==> config.mk <==
export PLATFORM = sky130hd
export DESIGN_NAME = imm_extend_pipe_flat
export DESIGN_NICKNAME = d
export VERILOG_FILES = /design/src/rtl/imm_extend_pipe_pkg.sv /design/src/rtl/imm_extend_pipe_if.sv /design/src/rtl/imm_extend_pipe_core.sv /design/src/rtl/imm_extend_pipe.sv /design/src/flat_wrapper.sv
export SDC_FILE = /design/constraint.sdc
export NUM_CORES = 1
export LEC_CHECK = 0
export ABC_AREA = 1
export ABC_CLOCK_PERIOD_IN_PS = 1600
export CAP_MARGIN = 25
export CORE_MARGIN = 3
export CORE_UTILIZATION = 50
export CTS_CLUSTER_SIZE = 28
export DETAILED_ROUTE_END_ITERATION = 6
export GPL_TIMING_DRIVEN = 0
export HOLD_SLACK_MARGIN = 0.06
export PLACE_DENSITY = 0.79
export RECOVER_POWER = 25
export SYNTH_ARGS = -nofsm -noshare
export SYNTH_HDL_FRONTEND = slang
export SYNTH_SLANG_ARGS = --single-unit
==> constraint.sdc <==
create_clock -name i_clock -period 1.6 [get_ports i_clock]
set_input_delay 0.16 -clock i_clock [delete_from_list [all_inputs] [get_ports i_clock]]
set_output_delay 0.16 -clock i_clock [all_outputs]
set_load 0.01 [all_outputs]
==> src/rtl/imm_extend_pipe_pkg.sv <==
// Shared constants for the immediate/data extension pipeline.
package imm_ext_pkg;

    localparam int NB_MODE = 3;
    localparam int NB_BYTE = 8;

    localparam logic [NB_MODE-1:0] MODE_SEXT   = 3'd0;
    localparam logic [NB_MODE-1:0] MODE_ZEXT   = 3'd1;
    localparam logic [NB_MODE-1:0] MODE_UPPER  = 3'd2;
    localparam logic [NB_MODE-1:0] MODE_BRANCH = 3'd3;
    localparam logic [NB_MODE-1:0] MODE_SBYTE  = 3'd4;
    localparam logic [NB_MODE-1:0] MODE_ZBYTE  = 3'd5;

endpackage

==> src/rtl/imm_extend_pipe_if.sv <==
// Upstream/downstream handshake bundle of the extension pipeline.
interface imm_extend_pipe_if
    import imm_ext_pkg::*;
#(
    parameter int NB_IN  = 16,
    parameter int NB_OUT = 32,
    parameter int NB_TAG = 5
);
    logic                 i_flush;
    logic                 i_valid;
    logic                 o_ready;
    logic [NB_IN-1:0]     i_data;
    logic [NB_MODE-1:0]   i_mode;
    logic [NB_TAG-1:0]    i_tag;
    logic                 o_valid;
    logic                 i_ready;
    logic [NB_OUT-1:0]    o_data;
    logic [NB_TAG-1:0]    o_tag;
    logic                 o_mode_err;

    modport master (
        output i_flush, i_valid, i_data, i_mode, i_tag, i_ready,
        input  o_ready, o_valid, o_data, o_tag, o_mode_err
    );

    modport slave (
        input  i_flush, i_valid, i_data, i_mode, i_tag, i_ready,
        output o_ready, o_valid, o_data, o_tag, o_mode_err
    );

endinterface

==> src/rtl/imm_extend_pipe_core.sv <==
// Combinational extension of an NB_IN-bit field to NB_OUT bits by mode.
module imm_ext_core
    import imm_ext_pkg::*;
#(
    parameter int NB_IN  = 16,
    parameter int NB_OUT = 32
) (
    input  logic [NB_IN-1:0]   i_data,
    input  logic [NB_MODE-1:0] i_mode,
    output logic [NB_OUT-1:0]  o_data,
    output logic               o_err
);

    logic [NB_OUT-1:0] sext;
    logic [NB_OUT-1:0] zext;
    logic [NB_OUT-1:0] upper;
    logic [NB_OUT-1:0] branch;
    logic [NB_OUT-1:0] sbyte;
    logic [NB_OUT-1:0] zbyte;

    assign sext   = {{(NB_OUT-NB_IN){i_data[NB_IN-1]}}, i_data};
    assign zext   = {{(NB_OUT-NB_IN){1'b0}}, i_data};
    assign upper  = {i_data, {(NB_OUT-NB_IN){1'b0}}};
    // Word offset to byte offset: top two bits of the sign extension fall off.
    assign branch = {sext[NB_OUT-3:0], 2'b00};
    assign sbyte  = {{(NB_OUT-NB_BYTE){i_data[NB_BYTE-1]}}, i_data[NB_BYTE-1:0]};
    assign zbyte  = {{(NB_OUT-NB_BYTE){1'b0}}, i_data[NB_BYTE-1:0]};

    always_comb begin
        o_data = '0;
        o_err  = 1'b0;
        case (i_mode)
            MODE_SEXT:   o_data = sext;
            MODE_ZEXT:   o_data = zext;
            MODE_UPPER:  o_data = upper;
            MODE_BRANCH: o_data = branch;
            MODE_SBYTE:  o_data = sbyte;
            MODE_ZBYTE:  o_data = zbyte;
            default:     o_err  = 1'b1;
        endcase
    end

endmodule

==> src/rtl/imm_extend_pipe.sv <==
// Extension unit with a registered output stage and a one-entry skid behind it,
// giving two entries of storage so a stalled downstream never loses data.
module imm_extend_pipe
    import imm_ext_pkg::*;
#(
    parameter int NB_IN  = 16,
    parameter int NB_OUT = 32,
    parameter int NB_TAG = 5
) (
    input  logic         i_clock,
    input  logic         i_reset,
    imm_extend_pipe_if.slave bus
);

    logic [NB_OUT-1:0] ext_data;
    logic              ext_err;

    imm_ext_core #(.NB_IN(NB_IN), .NB_OUT(NB_OUT)) u_core (
        .i_data (bus.i_data),
        .i_mode (bus.i_mode),
        .o_data (ext_data),
        .o_err  (ext_err)
    );

    logic              out_valid_q, out_valid_d;
    logic [NB_OUT-1:0] out_data_q,  out_data_d;
    logic [NB_TAG-1:0] out_tag_q,   out_tag_d;
    logic              out_err_q,   out_err_d;
    logic              skid_valid_q, skid_valid_d;
    logic [NB_OUT-1:0] skid_data_q,  skid_data_d;
    logic [NB_TAG-1:0] skid_tag_q,   skid_tag_d;
    logic              skid_err_q,   skid_err_d;
    logic              ready_q,      ready_d;

    logic accept;
    logic advance;

    assign accept  = bus.i_valid && ready_q && !bus.i_flush;
    assign advance = !out_valid_q || bus.i_ready;

    always_comb begin
        out_valid_d  = out_valid_q;
        out_data_d   = out_data_q;
        out_tag_d    = out_tag_q;
        out_err_d    = out_err_q;
        skid_valid_d = skid_valid_q;
        skid_data_d  = skid_data_q;
        skid_tag_d   = skid_tag_q;
        skid_err_d   = skid_err_q;

        if (bus.i_flush) begin
            out_valid_d  = 1'b0;
            skid_valid_d = 1'b0;
        end else if (advance) begin
            if (skid_valid_q) begin
                // Older skid entry goes out first to keep FIFO order.
                out_valid_d  = 1'b1;
                out_data_d   = skid_data_q;
                out_tag_d    = skid_tag_q;
                out_err_d    = skid_err_q;
                skid_valid_d = accept;
                if (accept) begin
                    skid_data_d = ext_data;
                    skid_tag_d  = bus.i_tag;
                    skid_err_d  = ext_err;
                end
            end else begin
                out_valid_d = accept;
                if (accept) begin
                    out_data_d = ext_data;
                    out_tag_d  = bus.i_tag;
                    out_err_d  = ext_err;
                end
            end
        end else if (accept) begin
            skid_valid_d = 1'b1;
            skid_data_d  = ext_data;
            skid_tag_d   = bus.i_tag;
            skid_err_d   = ext_err;
        end

        ready_d = !skid_valid_d;
    end

    always_ff @(posedge i_clock or negedge i_reset) begin
        if (!i_reset) begin
            out_valid_q  <= 1'b0;
            out_data_q   <= '0;
            out_tag_q    <= '0;
            out_err_q    <= 1'b0;
            skid_valid_q <= 1'b0;
            skid_data_q  <= '0;
            skid_tag_q   <= '0;
            skid_err_q   <= 1'b0;
            ready_q      <= 1'b0;
        end else begin
            out_valid_q  <= out_valid_d;
            out_data_q   <= out_data_d;
            out_tag_q    <= out_tag_d;
            out_err_q    <= out_err_d;
            skid_valid_q <= skid_valid_d;
            skid_data_q  <= skid_data_d;
            skid_tag_q   <= skid_tag_d;
            skid_err_q   <= skid_err_d;
            ready_q      <= ready_d;
        end
    end

    assign bus.o_valid    = out_valid_q;
    assign bus.o_data     = out_data_q;
    assign bus.o_tag      = out_tag_q;
    assign bus.o_mode_err = out_err_q;
    assign bus.o_ready    = ready_q;

endmodule

==> src/flat_wrapper.sv <==
// flat-port wrapper written by rule: the top's interface ports become plain ports
module imm_extend_pipe_flat import imm_ext_pkg::*;
#(
    parameter int NB_IN  = 16,
    parameter int NB_OUT = 32,
    parameter int NB_TAG = 5
)
  (i_clock, i_reset, bus_i_flush, bus_i_valid, bus_i_data, bus_i_mode, bus_i_tag, bus_i_ready, bus_o_ready, bus_o_valid, bus_o_data, bus_o_tag, bus_o_mode_err);
  imm_extend_pipe_if #(.NB_IN(NB_IN), .NB_OUT(NB_OUT), .NB_TAG(NB_TAG)) bus_i ();
  input  logic i_clock;
  input  logic i_reset;
  input wire logic [$bits(bus_i.i_flush)-1:0] bus_i_flush;
  input wire logic [$bits(bus_i.i_valid)-1:0] bus_i_valid;
  input wire logic [$bits(bus_i.i_data)-1:0] bus_i_data;
  input wire logic [$bits(bus_i.i_mode)-1:0] bus_i_mode;
  input wire logic [$bits(bus_i.i_tag)-1:0] bus_i_tag;
  input wire logic [$bits(bus_i.i_ready)-1:0] bus_i_ready;
  output wire logic [$bits(bus_i.o_ready)-1:0] bus_o_ready;
  output wire logic [$bits(bus_i.o_valid)-1:0] bus_o_valid;
  output wire logic [$bits(bus_i.o_data)-1:0] bus_o_data;
  output wire logic [$bits(bus_i.o_tag)-1:0] bus_o_tag;
  output wire logic [$bits(bus_i.o_mode_err)-1:0] bus_o_mode_err;
  assign bus_i.i_flush = bus_i_flush;
  assign bus_i.i_valid = bus_i_valid;
  assign bus_i.i_data = bus_i_data;
  assign bus_i.i_mode = bus_i_mode;
  assign bus_i.i_tag = bus_i_tag;
  assign bus_i.i_ready = bus_i_ready;
  assign bus_o_ready = bus_i.o_ready;
  assign bus_o_valid = bus_i.o_valid;
  assign bus_o_data = bus_i.o_data;
  assign bus_o_tag = bus_i.o_tag;
  assign bus_o_mode_err = bus_i.o_mode_err;
  imm_extend_pipe #(.NB_IN(NB_IN), .NB_OUT(NB_OUT), .NB_TAG(NB_TAG)) u_core (.i_clock(i_clock), .i_reset(i_reset), .bus(bus_i));
endmodule
==> summary.md, run 1 <==
| Metric | Value |
|---|---|
| Mean routed wirelength per cell | between 15 and 20 um |
| Final setup vio count | 0 |
| Boundary pin count | between 60 and 70 |
| Die Outline Area | approximately 9000 um2 |
| Sinks on the clock net | 79 |
| Worst reg-to-reg path cell count | 8 |
| Number of flops mapped to enable cells by yosys | 0 |
| Maximum vdd ir drop | roughly 610 uV |
| CP arrival | around 1700 ps |
| Post-DR vias/cell | 5.42 |
| Diodes inserted | 0 |
| Origin of the critical flop-to-flop path | u_core.skid_valid_q |
| Clock-pin slew reported for the worst setup and hold paths after clock tree synthesis | roughly 80 ps |
| Fraction of the yosys area taken by sequential cells | 0.502 |
| Category of the most critical setup path | reg -> reg |
| Number of levels in the clock H-tree | 3 |
| Flip-flop and latch count after synthesis | 79 |
| Critical path capture point type | register |
| Synth area leader | sky130_fd_sc_hd__dfrtp_1 |
| Measured slew at the worst slew-check pin | 800 ps |
| Cell area after synthesis | around 3900 um2 |
| Final Skew | 9.88 ps |
| Final net count | 621 |
| Post-route fraction of the period consumed by the critical path | 0.927 |
| Number of routed nets with antenna violations | 0 |
| Count of maximum capacitance violations | 0 |
| Fraction of synthesized cell area in xor and xnor cells | 0 |
| Worst setup path endpoint | u_core.bus.o_data[23] |
| Most common library cells after synthesis | sky130_fd_sc_hd__nand2_1, sky130_fd_sc_hd__dfrtp_1, sky130_fd_sc_hd__o21ai_0 |
| Clock tree from TritonCTS | built |
| Total Routing Usage GR | 0.272 |
| Synth Area in Compound Gates | 0.120 |
| Count of pins over their slew limit | 0 |
| Share of Yosys cell area claimed by the top area cell type | 0.502 |
| Number of buffers inserted to repair setup after CTS | 0 |
| Setup crit start kind | register |
| Total of fill cells in the finished design | 669 |
| Simple-gate portion of the synthesized area | 0.290 |
| Number of library cell types mapped by synthesis | 23 |
| Final Routed Wirelength | approximately 11 mm |
| Height of the die | between 90 and 100 um |
| Detail Placement HPWL | 8.35 mm |
| Adder-Cell Fraction of Synth Area | 0 |
| DR vias | 3768 |
| Starting density of the core | 0.529 |
| Share of the core filled with cells in the final layout | 0.673 |
| Final hold violations | 0 |
| HP Start | bus_i_mode[2] |
| Number of non-filler instances in the completed layout | between 600 and 700 |
| TritonCTS buffer count | 9 |
| # rows | 31 |
| Lkg Pwr | 2.51 nW |
| Area of the core | about 7400 um2 |
| Post-Route Hold Slack | about 140 ps |
| Net count after synthesis | 542 |
| Fraction of synthesized area in multiplexers | 0 |
| Number of optimization iterations in the first detailed-route pass | 5 |
| Number of buffers between clock root and the deepest sink | 2 |
| Worst max-slew margin expressed relative to the limit | 0.466 |
| Peak clock frequency supported by timing | 0.674 GHz |
| Number of antenna violations at the first check in global routing | 0 |
| Post-layout min period | ~1500 ps |
| Final design instance area without fill | around 5000 um2 |
| Worst setup slack after layout | between 100 and 150 ps |
| Via count of the first global-routing pass | ~3700 |
| Global-route wire length before repair | around 19 mm |
| Power per unit of standard cell area | between 1000 and 1500 nW/um2 |
| Result of the run | finished, final reports clean |
| Width of the die | 94.8 um |
| Async set or reset register ratio after synthesis | 1.00 |
| CTS Root Cell | sky130_fd_sc_hd__clkbuf_8 |
| Most common cell in the synthesized netlist | sky130_fd_sc_hd__nand2_1 |
| Predominant post-synthesis flop cell | sky130_fd_sc_hd__dfrtp_1 |
| Post-synthesis area per instance | between 7 and 8 um2 |
| End of the worst register-to-register path | u_core.bus.o_data[23] |
| R2r setup slk | 120 ps |
| Later-pin clock latency in the skew report | 350 ps |
| Instance count of the mapped netlist | 513 |
| Post-Place Cells | between 600 and 700 |
| Fraction of final layout cells with drive strength greater than 1 | 0.0973 |
| Top area cells in the synthesized netlist | sky130_fd_sc_hd__dfrtp_1, sky130_fd_sc_hd__nand2_1, sky130_fd_sc_hd__o21ai_0, sky130_fd_sc_hd__nand4_1, sky130_fd_sc_hd__a21oi_1 |
| First DRT Iteration DRCs | around 220 |
| Number of port buffers | 66 |
| Required time at the worst-slack endpoint | 1840 ps |
| Maximum fanout along the worst path | 10 |
| DRC | 0 |
| Area after DPL | roughly 4800 um2 |
| Combinational family with the most area after synthesis | simple AND/OR/NAND/NOR gates |
| Setup crit start | u_core.skid_valid_q |
| Global placer's final weighted congestion | slightly below 0.9 |
| Area growth from synthesis to layout | 27.1% |
| Largest net degree at the start of global routing | 50 |
| Worst Setup Slack post-DPL | -169 ps |
| Worst min path class | in -> reg |
| Warnings from Yosys | 0 |
| Total grt overflow | 0 |
[worst max-delay path, cell delays in order, from the launching register on]
cell and delay (ps):
sky130_fd_sc_hd__dfrtp_1 370, sky130_fd_sc_hd__buf_4 170, sky130_fd_sc_hd__inv_2 120, sky130_fd_sc_hd__nand2_2 90, sky130_fd_sc_hd__nand3_2 130, sky130_fd_sc_hd__clkbuf_4 250, sky130_fd_sc_hd__a21oi_1 60, sky130_fd_sc_hd__nand2_1 120
sky130_fd_sc_hd__nand2_1 60
[sequential cells by signal (all words and copies together) (netlist names)]
name                   count
u_core.skid_err_q          1
u_core.bus.o_data         32
u_core.bus.o_mode_err      1
u_core.skid_valid_q        1
u_core.bus.o_ready         1
u_core.skid_tag_q          5
u_core.bus.o_tag           5
u_core.bus.o_valid         1
u_core.skid_data_q        32
[cell families after synthesis]
| family | count (synthesis) |
|---|---|
| flip-flops | 79 |
| AND/OR/NAND/NOR | 265 |
| buffers and inverters | 75 |
| AO/OA/AOI/OAI | 94 |
[report_power, final]
| group | total (mW) | internal [mW] | switching (mW) |
|---|---|---|---|
| sequential | 2.64 | 2.44 | 0.200 |
| clock | 1.85 | 1.12 | 0.739 |
| combinational | 1.40 | 0.661 | 0.743 |
[how the worst min path moves through the flow]
stage	endpoint	slack, ps	cells past startpoint
after global placement	u_core.skid_data_q[13]	460	2
after floorplan	u_core.bus.o_data[0]	-140	0
after global routing	u_core.bus.o_mode_err	160	3
final	u_core.bus.o_mode_err	140	3
after detailed placement	u_core.skid_data_q[14]	140	1
after CTS	u_core.bus.o_mode_err	130	3
[stage by stage]
| stage | total power [mW] | TNS [ps] |
|---|---|---|
| 3_3_place_gp | 4.00 | -190280 |
| 4_1_cts | 5.90 | 0 |
| 3_5_place_dp | 4.07 | -5340 |
| 5_1_grt | 6.19 | -3.29 |
| 6_report | 5.89 | 0 |
| 2_1_floorplan | 3.36 | 0 |
[repair_timing]
item / CTS / global route
endpoints found under the setup margin: 0 / 55
resized for setup: 0 / 15
hold buffers: 1 / 0
hold endpoints to repair: 30 / 0
[routing by layer]
metal  global-route usage  part of all wire  vias up
li1                     -                 -     1815
met3               0.0494             0.062       13
met5                    0                 0        -
met1                0.394              0.46     1781
met2                0.415              0.46      159
met4               0.0853             0.015        0
[cell usage in the layout (no fill, tap or decap), types with 20 or more instances in the layout]
cell / count
sky130_fd_sc_hd__a21oi_1: 27
sky130_fd_sc_hd__o21ai_1: 20
sky130_fd_sc_hd__nand4_1: 27
sky130_fd_sc_hd__o21ai_0: 46
sky130_fd_sc_hd__nand3_1: 25
sky130_fd_sc_hd__nand2_1: 173
sky130_fd_sc_hd__inv_1: 36
sky130_fd_sc_hd__clkdlybuf4s50_1: 65
sky130_fd_sc_hd__dfrtp_1: 79
sky130_fd_sc_hd__nor2_1: 28
[layout make-up]
cell class	count	area (um2)	share of cell area
flip-flops and latches	79	1980	0.395
well taps	99	124	0.0247
multi-input cells	359	1630	0.325
inverters	41	159	0.0317
clock inverters	3	90.1	0.0180
clock buffers	12	155	0.0310
plain buffers	34	203	0.0404
repair buffers	68	677	0.135
Power figures use the tool's default switching activity.
==> run 2: changes to the inputs <==
- GPL_TIMING_DRIVEN: 0 -> unset
==> summary.md, run 2 (synthesis gave the netlist of run 1 again) <==
| Metric | Value |
|---|---|
| Origin of the critical flop-to-flop path | u_core.skid_valid_q |
| Global-route wire length before repair | 16.7 mm (-10%) |
| Number of optimization iterations in the first detailed-route pass | 6 (+1) |
| Number of cells on the worst hold path | 3 (unchanged) |
| Maximum fanout along the worst path | 2 (-8) |
| Post-DR vias/cell | 5.39 (-0.57%) |
| Final hold violations | 0 (unchanged) |
| Detail Placement HPWL | 7.02 mm (-16%) |
| Worst min path class | in -> reg |
| Total Routing Usage GR | 0.239 (-0.0335) |
| DRC | 0 (unchanged) |
| Number of buffers between clock root and the deepest sink | 2 (unchanged) |
| Final Routed Wirelength | 9.98 mm (-12%) |
| TritonCTS buffer count | 9 (unchanged) |
| Post-route setup TNS | 0 ps (unchanged) |
| Worst hold path endpoint | u_core.skid_tag_q[4] |
| Mean routed wirelength per cell | 14.4 um (-11%) |
| Required time at the worst-slack endpoint | 1440 ps (-400 ps) |
| Via count of the first global-routing pass | 3470 (-5.2%) |
| Area of the core | 7450 um2 (unchanged) |
| End of the worst register-to-register path | u_core.bus.o_mode_err |
| DR vias | 3725 (-1.1%) |
| Number of levels in the clock H-tree | 3 (unchanged) |
| Global placer's final weighted congestion | 0.919 (+4.0%) |
| Number of non-filler instances in the completed layout | 691 (-0.58%) |
| Maximum vdd ir drop | 639 uV (+5.3%) |
| Area growth from synthesis to layout | 28.3% |
| Critical path capture point type | output pin |
| Post-Place Cells | 674 (-0.74%) |
| Diodes inserted | 0 (unchanged) |
| Width of the die | 94.8 um (unchanged) |
| CP Buf/Inv Count | 1 (-2) |
| Largest net degree at the start of global routing | 51 (+2.0%) |
| Count of pins over their slew limit | 0 (unchanged) |
| Post-layout min period | 1460 ps (-20.9 ps) |
| Later-pin clock latency in the skew report | 350 ps (about the same) |
| Sinks on the clock net | 79 (unchanged) |
| Critical path's slowest cell | sky130_fd_sc_hd__clkdlybuf4s50_1 |
| # rows | 31 (unchanged) |
| CP arrival | 1300 ps (-420 ps) |
| Overall power | 5.60 mW (-5.0%) |
| Most frequent cells in the layout | sky130_fd_sc_hd__nand2_1, sky130_fd_sc_hd__dfrtp_1, sky130_fd_sc_hd__clkdlybuf4s50_1 |
| Starting density of the core | 0.529 (unchanged) |
| Count of maximum capacitance violations | 0 (unchanged) |
| Die Outline Area | 8980 um2 (unchanged) |
| Fraction of final layout cells with drive strength greater than 1 | 0.103 (+0.00573) |
| Final net count | 616 (-0.81%) |
| R2r setup slk | 230 ps (+110 ps) |
| Final setup vio count | 0 (unchanged) |
| Peak clock frequency supported by timing | 0.684 GHz (+1.4%) |
| Most frequent standard cell in the layout excluding fill and tap cells | sky130_fd_sc_hd__nand2_1 |
| Stage delay of the slowest cell on the critical path | 560 ps (+190 ps) |
| Category of the most critical setup path | reg -> out |
| HP Start | bus_i_tag[4] |
| Clock-pin slew reported for the worst setup and hold paths after clock tree synthesis | 90 ps (about the same) |
| Number of routed nets with antenna violations | 0 (unchanged) |
| Total of fill cells in the finished design | 639 (-4.5%) |
| Crit-path cells | clkdlybuf4s50_1 |
| Power per unit of standard cell area | 1110 nW/um2 (-5.9%) |
| Sequential cell area | 1980 um2 (unchanged) |
| Category of cells accounting for the largest share of critical-path delay | buffers and inverters |
| Clock tree from TritonCTS | built |
| Setup crit start kind | register |
| Measured slew at the worst slew-check pin | 759 ps (-41.4 ps) |
| Number of antenna violations at the first check in global routing | 0 (unchanged) |
| Setup repair after global routing missed its margin | false |
| Result of the run | finished, final reports clean |
| Post-route fraction of the period consumed by the critical path | 0.914 (-0.0131) |
| Worst reg-to-reg path cell count | 7 (-1) |
| Worst max-slew margin expressed relative to the limit | 0.494 (+0.0276) |
| First DRT Iteration DRCs | 451 (+100%) |
| Height of the die | 94.8 um (unchanged) |
| Total grt overflow | 0 (unchanged) |
| Boundary pin count | 69 (unchanged) |
| Number of port buffers | 68 (+3.0%) |
| CTS Root Cell | sky130_fd_sc_hd__clkbuf_8 |
| Number of buffers inserted to repair setup after CTS | 0 (unchanged) |
| Total area of multi-input combinational cells | 1620 um2 (-0.62%) |
| Lkg Pwr | 2.51 nW (about the same) |
| Final Skew | 10.0 ps (+0.128 ps) |
-- run 2: worst min-delay path: cells and delay by family --
| family | cells | cell delay (ps) |
|---|---|---|
| buf+inv | 2 | 460 |
| compound gates | 1 | 80 |
-- run 2: power breakdown --
part	leakage, nW	internal [mW]	switching (mW)
clock	0.0993	0.772	0.786
combinational	1.40	0.687	0.714
sequential	1.00	2.43	0.204
-- run 2: worst max path at each step --
stage / startpoint / endpoint / slack, ps / cells after the start
floorplan: u_core.bus.o_valid / u_core.skid_data_q[22] / 330 / 8
global placement: bus_i_mode[2] / u_core.bus.o_data[2] / -30 / 8
detailed placement: bus_i_mode[1] / u_core.bus.o_data[18] / -70 / 8
CTS: u_core.bus.o_data[3] / bus_o_data[3] / 140 / 1
global route: u_core.skid_valid_q / u_core.bus.o_data[9] / 60 / 6
finish: u_core.bus.o_data[3] / bus_o_data[3] / 140 / 1
-- run 2: stage by stage --
step / hold WS (ps) / setup WS (ps) / util / instance area (um2)
floorplan: -136 / 328 / - / 3940
global placement: 122 / -25.2 / 0.652 / 4850
detailed placement: 116 / -71.4 / 0.652 / 4850
CTS: 273 / 136 / 0.680 / 5070
global route: 400 / 58.2 / 0.679 / 5060
finish: 391 / 138 / 0.679 / 5060
-- run 2: what timing repair did --
action / CTS / global route
hold buffers: 1 / 0
endpoints found under the hold margin: 29 / 0
gates resized for setup: 0 / 0
-- run 2: cell type report --
cell class,count,area share
clock buffer,10,0.0272
clock inverter,6,0.0134
inverter,41,0.0314
multi-input combinational,359,0.320
sequential,79,0.391
tap,99,0.0245
timing repair buffer,97,0.193
-- run 2: layer usage --
layer	global-route usage	vias up	wire (um)
met3	0.0398	13	639
met1	0.340	1765	4520
met4	0.0733	0	163
met5	0	-	0
met2	0.373	143	4660
li1	-	1804	-
